## src/rtl/ext_pkg.sv

```systemverilog
// Shared definitions for the immediate extender: extension mode codes and
// the occupancy states of the output skid buffer.
package ext_pkg;

  localparam logic [1:0] EXT_ZERO   = 2'b00;
  localparam logic [1:0] EXT_SIGN   = 2'b01;
  localparam logic [1:0] EXT_UPPER  = 2'b10;
  localparam logic [1:0] EXT_BRANCH = 2'b11;

  typedef enum logic [1:0] {
    EMPTY = 2'd0,
    ONE   = 2'd1,
    TWO   = 2'd2
  } occ_state_t;

endpackage

```

## src/rtl/imm_ext_core.sv

```systemverilog
// Combinational immediate extender: zero, sign, upper-placed or
// branch-offset (sign-extended, shifted left by two) forms.
module imm_ext_core
  import ext_pkg::*;
#(
  parameter int IN_W  = 16,
  parameter int OUT_W = 32
) (
  input  logic [IN_W-1:0]  imm,
  input  logic [1:0]       mode,
  output logic [OUT_W-1:0] ext
);

  logic [OUT_W-1:0] sext;

  always_comb begin
    sext = {{(OUT_W-IN_W){imm[IN_W-1]}}, imm};
    ext  = sext;
    case (mode)
      EXT_ZERO:   ext = {{(OUT_W-IN_W){1'b0}}, imm};
      EXT_SIGN:   ext = sext;
      EXT_UPPER:  ext = {imm, {(OUT_W-IN_W){1'b0}}};
      EXT_BRANCH: ext = {sext[OUT_W-3:0], 2'b00};
      default:    ext = sext;
    endcase
  end

endmodule

```

## src/rtl/imm_ext_stage.sv

```systemverilog
// Registered immediate extender behind a valid/ready handshake with a
// two-entry skid buffer; in_ready depends on occupancy state only.
module imm_ext_stage
  import ext_pkg::*;
#(
  parameter int IN_W  = 16,
  parameter int OUT_W = 32
) (
  input  logic             clk,
  input  logic             rst_n,
  input  logic             flush,
  input  logic             in_valid,
  output logic             in_ready,
  input  logic [IN_W-1:0]  in_imm,
  input  logic [1:0]       in_mode,
  output logic             out_valid,
  input  logic             out_ready,
  output logic [OUT_W-1:0] out_data
);

  occ_state_t       state, state_next;
  logic [OUT_W-1:0] main_q, main_next;
  logic [OUT_W-1:0] skid_q, skid_next;
  logic [OUT_W-1:0] ext;
  logic             accept, pop;

  // Extension happens before storage, so the skid register holds final data.
  imm_ext_core #(
    .IN_W  (IN_W),
    .OUT_W (OUT_W)
  ) u_core (
    .imm  (in_imm),
    .mode (in_mode),
    .ext  (ext)
  );

  assign in_ready  = (state != TWO);
  assign out_valid = (state != EMPTY);
  assign out_data  = main_q;
  assign accept    = in_valid & in_ready;
  assign pop       = out_valid & out_ready;

  always_ff @(posedge clk or negedge rst_n) begin
    if (!rst_n) begin
      state  <= EMPTY;
      main_q <= '0;
      skid_q <= '0;
    end else begin
      state  <= state_next;
      main_q <= main_next;
      skid_q <= skid_next;
    end
  end

  // Flush wins over any accept or pop in the same cycle.
  always_comb begin
    state_next = state;
    main_next  = main_q;
    skid_next  = skid_q;
    if (flush) begin
      state_next = EMPTY;
    end else begin
      case (state)
        EMPTY: begin
          if (accept) begin
            state_next = ONE;
            main_next  = ext;
          end
        end
        ONE: begin
          if (accept && !pop) begin
            state_next = TWO;
            skid_next  = ext;
          end else if (pop && !accept) begin
            state_next = EMPTY;
          end else if (accept && pop) begin
            main_next = ext;
          end
        end
        TWO: begin
          if (pop) begin
            state_next = ONE;
            main_next  = skid_q;
          end
        end
        default: state_next = EMPTY;
      endcase
    end
  end

endmodule

```

## config.mk

```make
export PLATFORM = sky130hd
export DESIGN_NAME = imm_ext_stage
export DESIGN_NICKNAME = d
export VERILOG_FILES = /design/src/rtl/ext_pkg.sv /design/src/rtl/imm_ext_core.sv /design/src/rtl/imm_ext_stage.sv
export SDC_FILE = /design/constraint.sdc
export NUM_CORES = 1
export LEC_CHECK = 0
export ABC_CLOCK_PERIOD_IN_PS = 2350
export BUFFER_PORTS_ARGS = -buffer_cell sky130_fd_sc_hd__buf_2
export CAP_MARGIN = 20
export CORE_UTILIZATION = 40
export CTS_CLUSTER_DIAMETER = 120
export DETAILED_ROUTE_END_ITERATION = 8
export HOLD_SLACK_MARGIN = 0.06
export PLACE_DENSITY_LB_ADDON = 0.25
export SYNTH_ARGS = -nofsm -noshare
export SYNTH_HDL_FRONTEND = slang
export SYNTH_HIERARCHICAL = 1
export SYNTH_SLANG_ARGS = --single-unit
```

## constraint.sdc

```tcl
create_clock -name clk -period 2.35 [get_ports clk]
set_input_delay 0.1175 -clock clk [delete_from_list [all_inputs] [get_ports clk]]
set_output_delay 0.1175 -clock clk [all_outputs]
set_load 0.05 [all_outputs]
```

After elaboration in Yosys (flattened, before gate mapping) --
Index checks and enable logic that the tools add are counted.
Storage, ports and cells: bits in registers 66, input bits 23, output and inout bits 34, logic and storage cells 45
Operators by class: eq/ne operators 14, multiplexer cells 13, bitwise operators 3, reduce and logical (&&, ||, !) cells 12
Operators with widths (count):
- two-way mux 32 bit | 5
- one-hot mux 32 bit (4 select lines) | 1
- one-hot mux 32 bit (3 select lines) | 1
- inequality test 2 bit, second input constant | 6
- two-way mux 2 bit | 5
- AND reduction 7 bit | 1
- equality test 2 bit, second input constant | 3
- inequality test 3 bit, second input constant | 2
- one-hot mux 2 bit (3 select lines) | 1
- AND reduction 3 bit | 2
- equality test 2 x 1 -> 1 bit, second input constant | 2
- zero test 2 bit | 2
- inequality test 4 bit, second input constant | 1
- logical AND 1 bit | 3
- nonzero test 3 bit | 1
- AND 1 bit | 2
- zero test 1 bit | 2
- nonzero test 2 bit | 1
- inverter 1 bit | 1

Longest topological paths before layout --
depth after elaboration 8, mapped depth 6, mapped depth without buffers 4

Modules after synthesis --
The synthesis kept the hierarchy.
By module, submodules not included:
- imm_ext_stage | instances 1, cells each 188, area each 3009.1 um^2, seq. area each 1651.6 um^2
- imm_ext_core | instances 1, cells each 42, area each 365.4 um^2, seq. area each 0.0 um^2

Worst setup path after synthesis --
Ideal clock, no wire load.
path kind flip-flop to flip-flop, start reg state[1], end reg skid_q[1], library setup time 125 ps, data arrival time 1406 ps, required time 2225 ps, path slack 819 ps, cell stages (with the launch flop) 5, path buffers 1, clock period less this slack 1531 ps, path through dfrtp_1 > nor2b_2 > nor3b_4 > buf_6 > mux2_2
On the way: longest elaborated chain between the ends 5, elaborated cells on any way between the ends 8, classes of those cells 2 x eq/ne; 2 x bitwise; 4 x reduce/logical
RTL lines:
- start, declared | line imm_ext_stage.sv:21 | occ_state_t state, state_next;
- start signal, assigned | line imm_ext_stage.sv:49 | state <= state_next;
- nonzero test 2 bit | line imm_ext_stage.sv:38 | assign out_valid = (state != EMPTY);
- AND 1 bit | line imm_ext_stage.sv:41 | assign pop = out_valid & out_ready;
- zero test 1 bit | line imm_ext_stage.sv:71 | if (accept && !pop) begin
- logical AND 1 bit | line imm_ext_stage.sv:71
- AND reduction 3 bit (no source line) (*)
- end signal, assigned | line imm_ext_stage.sv:51 | skid_q <= skid_next;
- end, declared | line imm_ext_stage.sv:23 | logic [OUT_W-1:0] skid_q, skid_next;
Every way passes the cells marked *; elsewhere a longest branch is shown, timed or not. A chain may end at the register's enable or synchronous reset.

Worst setup path after layout --
start in out_ready, end reg skid_q[2]
On the way: longest elaborated chain between the ends 4
RTL lines:
- start, declared | line imm_ext_stage.sv:17 | input logic out_ready,
- AND 1 bit | line imm_ext_stage.sv:41
- zero test 1 bit | line imm_ext_stage.sv:71
- logical AND 1 bit | line imm_ext_stage.sv:71
- AND reduction 3 bit (no source line)
No other way between the ends.

==> summary.txt <==
Outcome
  – Status: finished clean

Drt
  – DRT Pass-1 Iters: 4
  – DR vias: roughly 2.0k
  – Remaining DRCs: 0
  – DRT iter0 DRCs: 67
  – Antenna-violating nets left: 0
  – Met2 Wirelength: a little under 3000 um
  – DR WL/cell: between 15 and 20 um
  – Via-to-Cell Ratio: ~5.0
  – M1 WL: between 3000 and 4000 um
  – Max Used Layer: met4
  – DR WL met3: around 270 um
  – Final wirelength: 6590 um

Worst setup path
  – Critical path origin: out_ready
  – Kind of critical path: in2reg
  – Critical Path Fanout Max: 32
  – Crit. End Element: flip-flop
  – Worst path slowest cell: dlygate4sd3_1
  – CP top delay family: buffers and inverters
  – R2R Path Start: state[1]
  – Buf+Inv Stages, Crit Path: 3
  – Critical-path cell list: dlygate4sd3_1, buf_2, nand2b_1, nor3b_4, buf_4, mux2_2
  – Startpoint Class: primary input
  – CP arrival: around 2.0 ns
  – Crit path required time: around 2.6 ns
  – Critical Path Max Stage Delay: 0.54 ns

Clock network
  – Root Driver: clkbuf_8
  – Cts repair resizes: 0
  – CTS tree: done
  – Post-CTS Setup Repair Bufs: 0
  – Reg clk slew, reported paths: approximately 0.07 ns
  – Worst skew pair latency: about 0.34 ns
  – Clk buf depth: 2
  – Clock sink count: 66
  – H-tree levels: 3
  – CTS Buf Count: 9

Synthesis
  – Top cells by area, synth: dfrtp_1 49%, mux2_2 26%, mux2_1 4.0%, a22o_1 3.6%, mux2_4 3.6%
  – Dominant cell type by area after synthesis: dfrtp_1
  – Post-synth cell types: 30
  – Post-synth ARST share: 100%
  – Register bit total from synthesis: between 60 and 70
  – Most frequent cells after synthesis: 77 x mux2_2, 66 x dfrtp_1, 14 x a22o_1
  – YS warnings: 6
  – Post-Synthesis Cells: 230
  – Most frequent cell after synthesis: mux2_2
  – Syn_area_per_cell: 14.7 sq um
  – Register area share after synthesis: around 49%
  – Main synth FF type: dfrtp_1
  – Post-synth top area share: slightly below 50%
  – EDFF count, synth: 0
  – Cell Area, Synth: about 3400 sq um
  – Post-synthesis net count: between 200 and 300

Timing
  – Slew HR: a little over half
  – Final setup fails: 0
  – PnR worst setup slack: roughly 0.55 ns
  – Worst Skew: about 0.0055 ns
  – Max Fclk: ~560 MHz
  – RSZ-0062 raised after global routing: false
  – Max Slew Vio Count: 0
  – Final period util: between 70% and 80%
  – Minimum clock period: 1.80 ns
  – Final Hold Fails: 0
  – Worst Tran Pin Value: between 0.6 and 0.7 ns
  – Post-route setup TNS: 0 ns

Die
  – Die area: just under 9000 sq um
  – Die width: 93.9 um
  – FP Rows: 33
  – Core ar.: 8180 sq um
  – I/O pin cnt: 57
  – Initial Utilization: 41.3%
  – Die height: between 90 and 100 um

Finish
  – P&R area growth vs syn: 14.9%
  – Fin area: around 3900 sq um
  – Final net count: between 300 and 400
  – Antenna diodes: 0
  – Share of cells above drive strength 1: between 60 and 70%

Global route
  – Initial antenna violation count: 0
  – Total GRT Usage: between 15 and 20%
  – Gr ovfl total: 0
  – Largest net degree at the start of global routing: 34
  – Vias in the first global route: approximately 2.1k
  – First-pass GRT wire length: 10800 um

Min path
  – Worst hold start: in_imm[14]
  – Min-Delay Path Class: in2reg

Place
  – IO buf count: 56
  – Pre-CTS setup slack: ~0.60 ns
  – HPWL Detailed: approximately 4600 um
  – Gpl congestion: roughly 0.7
  – Post-place instance area: ~3700 sq um

Run
  – Max Cap Viol: 0

Pwr
  – LEAKAGE: ~1.9 nW
  – VDD IR-drop max: between 300 and 400 uV
  – Pwr dens: 872 nW/um^2
## state kept, by name, summed over array words and instances (netlist names)
register and flops:
out_data 32, skid_q 32, state 2
## repair_timing
action / 4_1_cts / 5_1_grt
hold endpoints to repair: 25 / 0
setup endpoints to repair: 0 / 0
hold buffers: 4 / 0
## worst paths after layout
kind	cells after the start	slack [ns]	endpoint
worst min register to register	1	0.49	skid_q[8]
worst max-delay path	6	0.55	skid_q[2]
worst max register to register	4	0.59	skid_q[2]
min in group asynchronous	2	0.30	out_data[10]
worst min-delay path	3	0.15	skid_q[30]
max in group asynchronous	3	1.32	skid_q[19]
## power breakdown
group / switching, mW / total [mW] / internal (mW)
Clock: 0.428 / 0.833 / 0.406
Sequential: 0.119 / 1.51 / 1.40
Combinational: 0.646 / 1.03 / 0.389
Total: 1.19 / 3.38 / 2.19
## cell usage in the layout, fill, tap and decap left out, drive strengths merged
cell type,instances
a21o,14
a21oi,3
a22o,15
and2,2
and2b,3
buf,61
clkbuf,11
clkinv,3
clkinvlp,2
dfrtp,66
dlygate4sd3,4
inv,2
mux2,97
nand2,2
nand2b,1
nand3b,1
nor2,1
nor2b,2
nor3,1
nor3b,1
o21a,2
o22a,1
or2,1
## area by class of cell
| type | instances | area [sq um] |
|---|---|---|
| fill | 760 | 4300 |
| sequential | 66 | 1650 |
| multi-input combinational | 147 | 1530 |
| timing repair buffer | 65 | 383 |
| clock buffer | 11 | 141 |
| tap | 105 | 131 |
| clock inverter | 5 | 30.0 |
| inverter | 2 | 7.51 |
## layer usage
layer	GRT usage [%]	vias up
met4	7.31	0
met5	0	-
li1	-	959
met2	24.8	43
met1	22.7	1010
met3	4.13	11
## worst register-to-register path: stages (launching register included)
cell and delay, ns:
dfrtp_1 0.43, nor2b_2 0.21, nor3b_4 0.20, buf_4 0.41, mux2_2 0.40
## kinds of logic after synthesis
group	after synthesis	share of synthesized area (%)
compound gates	35	8.71
simple gates	15	3.49
buf+inv	17	5.60
mux	97	33.3
flops	66	48.9
## stage by stage
stage	total power, mW	util, %	hold WS [ns]	std cells
after floorplan	2.33	-	-0.178	230
after global placement	2.55	44.9	0.142	381
after detailed placement	2.58	44.9	0.148	381
after CTS	3.43	47.4	0.138	401
after global routing	3.57	47.4	0.154	401
final	3.38	47.4	0.153	401
Note: power is estimated with default switching activity, not from simulation.
